`src/rtl/lsu_pkg.sv`:
```
// lsu_pkg: funct3 width codes, FSM state encoding and access-legality check for the load/store unit.
package lsu_pkg;

    localparam logic [2:0] F3_B  = 3'b000;
    localparam logic [2:0] F3_H  = 3'b001;
    localparam logic [2:0] F3_W  = 3'b010;
    localparam logic [2:0] F3_BU = 3'b100;
    localparam logic [2:0] F3_HU = 3'b101;

    typedef enum logic [2:0] {
        S_IDLE,
        S_RD,
        S_WAIT,
        S_WR,
        S_DONE
    } lsu_state_t;

    // Unsupported width code or an address not aligned to the access size.
    function automatic logic access_err(input logic is_store, input logic [2:0] f3, input logic [1:0] a);
        logic bad_f3;
        logic mis;
        bad_f3 = is_store ? (f3 > F3_W)
                          : !(f3 == F3_B || f3 == F3_H || f3 == F3_W || f3 == F3_BU || f3 == F3_HU);
        mis    = ((f3 == F3_H || f3 == F3_HU) && a[0]) || (f3 == F3_W && a != 2'b00);
        return bad_f3 || mis;
    endfunction

endpackage

```
`src/rtl/load_extend.sv`:
```
// load_extend: selects the addressed byte/halfword lane of a little-endian word and sign/zero-extends it.
//   i_word   : raw 32-bit memory word
//   i_addr   : byte offset within the word
//   i_funct3 : RV32 load width code
//   o_value  : extended load result
module load_extend
    import lsu_pkg::*;
(
    input  logic [31:0] i_word,
    input  logic [1:0]  i_addr,
    input  logic [2:0]  i_funct3,
    output logic [31:0] o_value
);

    logic [7:0]  w_b;
    logic [15:0] w_h;

    always_comb begin
        w_b     = i_addr == 2'd0 ? i_word[7:0]   :
                  i_addr == 2'd1 ? i_word[15:8]  :
                  i_addr == 2'd2 ? i_word[23:16] : i_word[31:24];
        w_h     = i_addr[1] ? i_word[31:16] : i_word[15:0];
        o_value = i_funct3 == F3_B  ? {{24{w_b[7]}}, w_b}  :
                  i_funct3 == F3_H  ? {{16{w_h[15]}}, w_h} :
                  i_funct3 == F3_BU ? {24'd0, w_b}         :
                  i_funct3 == F3_HU ? {16'd0, w_h}         : i_word;
    end

endmodule

```
`src/rtl/load_store_unit.sv`:
```
// load_store_unit: RV32 load/store sequencer over a synchronous single-port data RAM.
//   req_*      : request from execute stage, accepted when req_valid && req_ready
//   mem_*      : word-aligned RAM port; mem_rdata valid the cycle after mem_re
//   resp_valid : one-cycle completion pulse; err qualifies it; resp_data is the load result
// Sub-word stores are done as read-modify-write so the RAM only needs full-word writes.
module load_store_unit
    import lsu_pkg::*;
#(
    parameter int ADDR_W = 32
) (
    input  logic              clk,
    input  logic              rst,
    input  logic              req_valid,
    output logic              req_ready,
    input  logic              req_is_store,
    input  logic [2:0]        req_funct3,
    input  logic [ADDR_W-1:0] req_addr,
    input  logic [31:0]       req_wdata,
    output logic [ADDR_W-1:0] mem_addr,
    output logic              mem_re,
    output logic              mem_we,
    output logic [31:0]       mem_wdata,
    input  logic [31:0]       mem_rdata,
    output logic              resp_valid,
    output logic [31:0]       resp_data,
    output logic              err
);

    lsu_state_t        r_state;
    lsu_state_t        w_next;
    logic              r_is_store;
    logic [2:0]        r_funct3;
    logic [ADDR_W-1:0] r_addr;
    logic [31:0]       r_wdata;
    logic [31:0]       r_rdata;
    logic              r_err;
    logic              w_accept;
    logic              w_req_err;
    logic [31:0]       w_load_val;
    logic [31:0]       w_mask;
    logic [31:0]       w_lane;
    logic [31:0]       w_merged;

    assign w_accept  = req_valid && r_state == S_IDLE;
    assign w_req_err = access_err(req_is_store, req_funct3, req_addr[1:0]);

    load_extend u_load_extend (
        .i_word   (r_rdata),
        .i_addr   (r_addr[1:0]),
        .i_funct3 (r_funct3),
        .o_value  (w_load_val)
    );

    // Store data replicated across lanes; the mask picks which lanes replace the read word.
    // For SW the mask is all ones, so the (unread) r_rdata never leaks through.
    assign w_mask   = r_funct3 == F3_B ? 32'h0000_00FF << {r_addr[1:0], 3'b000} :
                      r_funct3 == F3_H ? 32'h0000_FFFF << {r_addr[1], 4'b0000}  : 32'hFFFF_FFFF;
    assign w_lane   = r_funct3 == F3_B ? {4{r_wdata[7:0]}}  :
                      r_funct3 == F3_H ? {2{r_wdata[15:0]}} : r_wdata;
    assign w_merged = (r_rdata & ~w_mask) | (w_lane & w_mask);

    always_ff @(posedge clk) begin
        if (rst) begin
            r_state    <= S_IDLE;
            r_is_store <= 1'b0;
            r_funct3   <= 3'd0;
            r_addr     <= '0;
            r_wdata    <= 32'd0;
            r_rdata    <= 32'd0;
            r_err      <= 1'b0;
        end else begin
            r_state <= w_next;
            if (w_accept) begin
                r_is_store <= req_is_store;
                r_funct3   <= req_funct3;
                r_addr     <= req_addr;
                r_wdata    <= req_wdata;
                r_err      <= w_req_err;
            end
            if (r_state == S_WAIT) r_rdata <= mem_rdata;
        end
    end

    always_comb begin
        w_next     = r_state;
        req_ready  = r_state == S_IDLE;
        mem_re     = r_state == S_RD;
        mem_we     = r_state == S_WR;
        mem_addr   = (r_state == S_RD || r_state == S_WR) ? {r_addr[ADDR_W-1:2], 2'b00} : '0;
        mem_wdata  = r_state == S_WR ? w_merged : 32'd0;
        resp_valid = r_state == S_DONE;
        err        = r_state == S_DONE && r_err;
        resp_data  = (r_state == S_DONE && !r_err && !r_is_store) ? w_load_val : 32'd0;
        unique case (r_state)
            S_IDLE: if (req_valid) w_next = w_req_err ? S_DONE :
                                            (req_is_store && req_funct3 == F3_W) ? S_WR : S_RD;
            S_RD:   w_next = S_WAIT;
            S_WAIT: w_next = r_is_store ? S_WR : S_DONE;
            S_WR:   w_next = S_DONE;
            S_DONE: w_next = S_IDLE;
            default: w_next = S_IDLE;
        endcase
    end

endmodule

```
`config.mk`:
```
export PLATFORM = sky130hd
export DESIGN_NAME = load_store_unit
export DESIGN_NICKNAME = d
export VERILOG_FILES = /design/src/rtl/lsu_pkg.sv /design/src/rtl/load_extend.sv /design/src/rtl/load_store_unit.sv
export SDC_FILE = /design/constraint.sdc
export NUM_CORES = 1
export LEC_CHECK = 0
export ABC_CLOCK_PERIOD_IN_PS = 5100
export CORE_UTILIZATION = 48
export CTS_BUF_LIST = sky130_fd_sc_hd__clkbuf_8 sky130_fd_sc_hd__clkbuf_16
export DETAILED_ROUTE_END_ITERATION = 10
export PLACE_DENSITY = 0.86
export RECOVER_POWER = 25
export SLEW_MARGIN = 20
export SYNTH_ARGS = -nofsm -noshare
export SYNTH_HDL_FRONTEND = slang
export SYNTH_SLANG_ARGS = --single-unit
```
`constraint.sdc`:
```
create_clock -name clk -period 5.1 [get_ports clk]
set_clock_uncertainty 0.2 [all_clocks]
set_input_delay 0.51 -clock clk [delete_from_list [all_inputs] [get_ports clk]]
set_output_delay 0.51 -clock clk [all_outputs]
set_load 0.03 [all_outputs]
```
==> flow_summary.ini <==
[grt]
grt_pass1_vias = 5374
grt_pass1_wl_um = 27800
antenna_found_initial = 0
grt_overflow = 0
grt_max_degree = 58
grtUsageTotal_pct = 30.9

[pwr]
p_leak_nw = 2.86
pwr-share-comb_pct = 18.8
p_switching_mw = 0.580
power_frac_seq_pct = 46.3
power.share.clock_pct = 34.9
power_switching_share_pct = 29.7
p_per_area_nw_per_um2 = 253
vdd_drop_max_v = 0.000264
p_int_mw = 1.37

[synth]
synth_area_um2 = 5490
ys_types = 39
syn_inst = 733
yosys_warnings = 0
ys_ff_latch = 104
ys_seq_area_share_pct = 37.9
syn_avg_cell_area_um2 = 7.49

[worst_setup_path]
crit_arrival_ns = 3.38
startpoint_type = flop
path_class = flop to output port
endpoint_kind = output port
max_stage_delay_ns = 0.91
crit_required_ns = 4.39
ff2ff_path_depth = 5
r2r_end = r_addr[3]$_SDFFE_PP0P_
reg2reg_slack_ns = 1.83
path_max_fanout = 21
reg2reg_from = r_state[1]$_SDFFE_PP0P_
worstPathCellList = inv_2, nand2_1, o22ai_1, a2111oi_0, clkdlybuf4s50_1
crit_slowest_cell = dfxtp_1

[routing]
viasPerCell = 5.64
drc = 0
routed_wirelength_um = 18000
dr.pass1.iters = 5
ant_nets = 0
routedWlPerCell_um = 17.3
drt_iter0_markers = 413
vias = 5858

[timing]
hold_viol = 0
min_period_ns = 4.09
tns_ns = 0
drv_slew = 139
holdWs_ns = 0.250
fmax_ghz = 0.245
setup_viol = 0
rsz0062_at_grt = no
worst_pin_slew_ns = 2.49
maxSlewHeadroom_pct = -66.0
period_share_pct = 80.1

[finish]
antenna_cells = 0
area_growth_pct = 40.6
finalNetCount = 996
stdcell_count = 1038
finish.instance_area_um2 = 7720
utilization_pct = 70.3
layout-drive-gt1-share_pct = 5.79

[clocking]
root_buffer = clkbuf_16
cts_tree = yes
post_cts.repair.setup_buffers = 0
cts_resized = 0
clk_pin_slew_ns = 0.07
clockBufferDepth = 2
cts_hold_buf = 0
cts_sinks = 104
clk_latency_ns = 0.35
numCtsBuffers = 9
htreeDepth = 3

[die]
rows = 38
dieArea_um2 = 11900
coreArea_um2 = 11000
start_util_pct = 50.0
die_h_um = 109
boundaryPins = 204
die_w_um = 109

[outcome]
status = finished with violations
violations = capacitance limit, slew limit

[worst_hold_path]
min_path_cells = 2
min-delay-start = r_addr[21]$_SDFFE_PP0P_
hp-class = flop to flop
hold_end = r_addr[21]$_SDFFE_PP0P_

[placed_design]
post-place-cells = 1022
port_buffers = 201
gp_congestion = 0.943
dp_hpwl_um = 12700
placed_area_um2 = 7440

[run]
max_cap_violations = 3
power groups by stage:
stage	clock, mW	combinational (mW)	sequential (mW)
6_report	0.680	0.367	0.905
5_1_grt	0.719	0.403	0.910
4_1_cts	0.687	0.365	0.902
3_5_place_dp	0	0.362	0.921
3_3_place_gp	0	0.356	0.918
2_1_floorplan	0	0.241	0.896
flip-flops by register name, indices dropped and copies added, names as in the netlist:
register    count
r_rdata        32
r_state         3
r_wdata        32
r_is_store      1
r_err           1
r_funct3        3
r_addr         32
worst max-delay path: cells and delay by family (launching register included):
kind / cells / cell delay [ns]
compound gates: 2 / 0.62
simple gates: 1 / 0.49
buf+inv: 2 / 0.99
flops: 1 / 0.91
per-stage QoR:
stage	power, mW	setup WS, ns
2_1_floorplan	1.14	1.92
3_3_place_gp	1.27	1.60
3_5_place_dp	1.28	1.54
4_1_cts	1.95	1.10
5_1_grt	2.03	0.802
6_report	1.95	1.01
routing by layer:
| metal | wire length (um) | share of wire, % | vias to the layer above | GRT usage (%) |
|---|---|---|---|---|
| met2 | 8190 | 46 | 286 | 48.1 |
| met1 | 7500 | 42 | 2707 | 40.4 |
| met3 | 1660 | 9.2 | 53 | 6.93 |
| met4 | 630 | 3.5 | 0 | 14.5 |
| li1 | - | - | 2812 | - |
| met5 | 0 | 0 | - | 0 |
layout make-up:
cell class / instances / area (um^2)
Tap cell: 140 / 175
Timing Repair Buffer: 209 / 2060
Fill cell: 914 / 3260
Inverter: 12 / 45.0
Multi-Input combinational cell: 557 / 3070
Sequential cell: 104 / 2080
Clock inverter: 6 / 48.8
Clock buffer: 10 / 239
worst max path at each step:
stage | start | to | slack (ns)
floorplan | r_funct3[0]$_SDFFE_PP0P_ | resp_data[7] | 1.92
global placement | r_funct3[1]$_SDFFE_PP0P_ | resp_data[7] | 1.60
detailed placement | r_funct3[1]$_SDFFE_PP0P_ | resp_data[7] | 1.54
CTS | r_funct3[1]$_SDFFE_PP0P_ | resp_data[7] | 1.10
global route | rst | r_addr[3]$_SDFFE_PP0P_ | 0.80
finish | r_funct3[1]$_SDFFE_PP0P_ | resp_data[7] | 1.01
cell usage after synthesis, drive strengths merged:
| cell | n | area [um^2] |
|---|---|---|
| and2b | 1 | 7.51 |
| nand2 | 226 | 848 |
| a21o | 16 | 120 |
| o21ai | 38 | 209 |
| nand3 | 2 | 10.0 |
| a21boi | 1 | 7.51 |
| nor4 | 1 | 6.26 |
| a2111oi | 1 | 8.76 |
| inv | 12 | 45.0 |
| mux4 | 9 | 203 |
| or2 | 1 | 6.26 |
| mux2i | 24 | 240 |
| buf | 32 | 191 |
| and2 | 33 | 206 |
| a221oi | 9 | 129 |
| o2bb2ai | 8 | 70.1 |
| conb | 1 | 3.75 |
| nor2b | 3 | 26.3 |
| nor3 | 4 | 36.3 |
| and3 | 4 | 25.0 |
| a211oi | 7 | 52.6 |
| clkbuf | 29 | 109 |
| a21oi | 110 | 551 |
| a311oi | 8 | 70.1 |
| o22ai | 16 | 100 |
| nor2 | 33 | 126 |
| dfxtp | 104 | 2080 |
layout by cell type, fill, tap and decap left out, types with 16 or more instances in the layout:
cell type          n
nor2_1            32
nand2_1          224
dfxtp_1          104
o22ai_1           16
and2_1            32
a21oi_1          110
mux2i_1           24
a21o_1            16
o21ai_0           34
clkdlybuf4s50_1  199
cells by family (layout without fill, tap and decap cells):
group                  after synthesis  in the layout  synth area share (%)
AO/OA/AOI/OAI                      214            214                  24.0
buffers and inverters               73            237                  6.29
flip-flops                         104            104                  37.9
multiplexers                        33             33                  8.07
other                                1              2                0.0683
AND/OR/NAND/NOR                    308            308                  23.7
No activity file was read; power rests on OpenSTA's default activity.
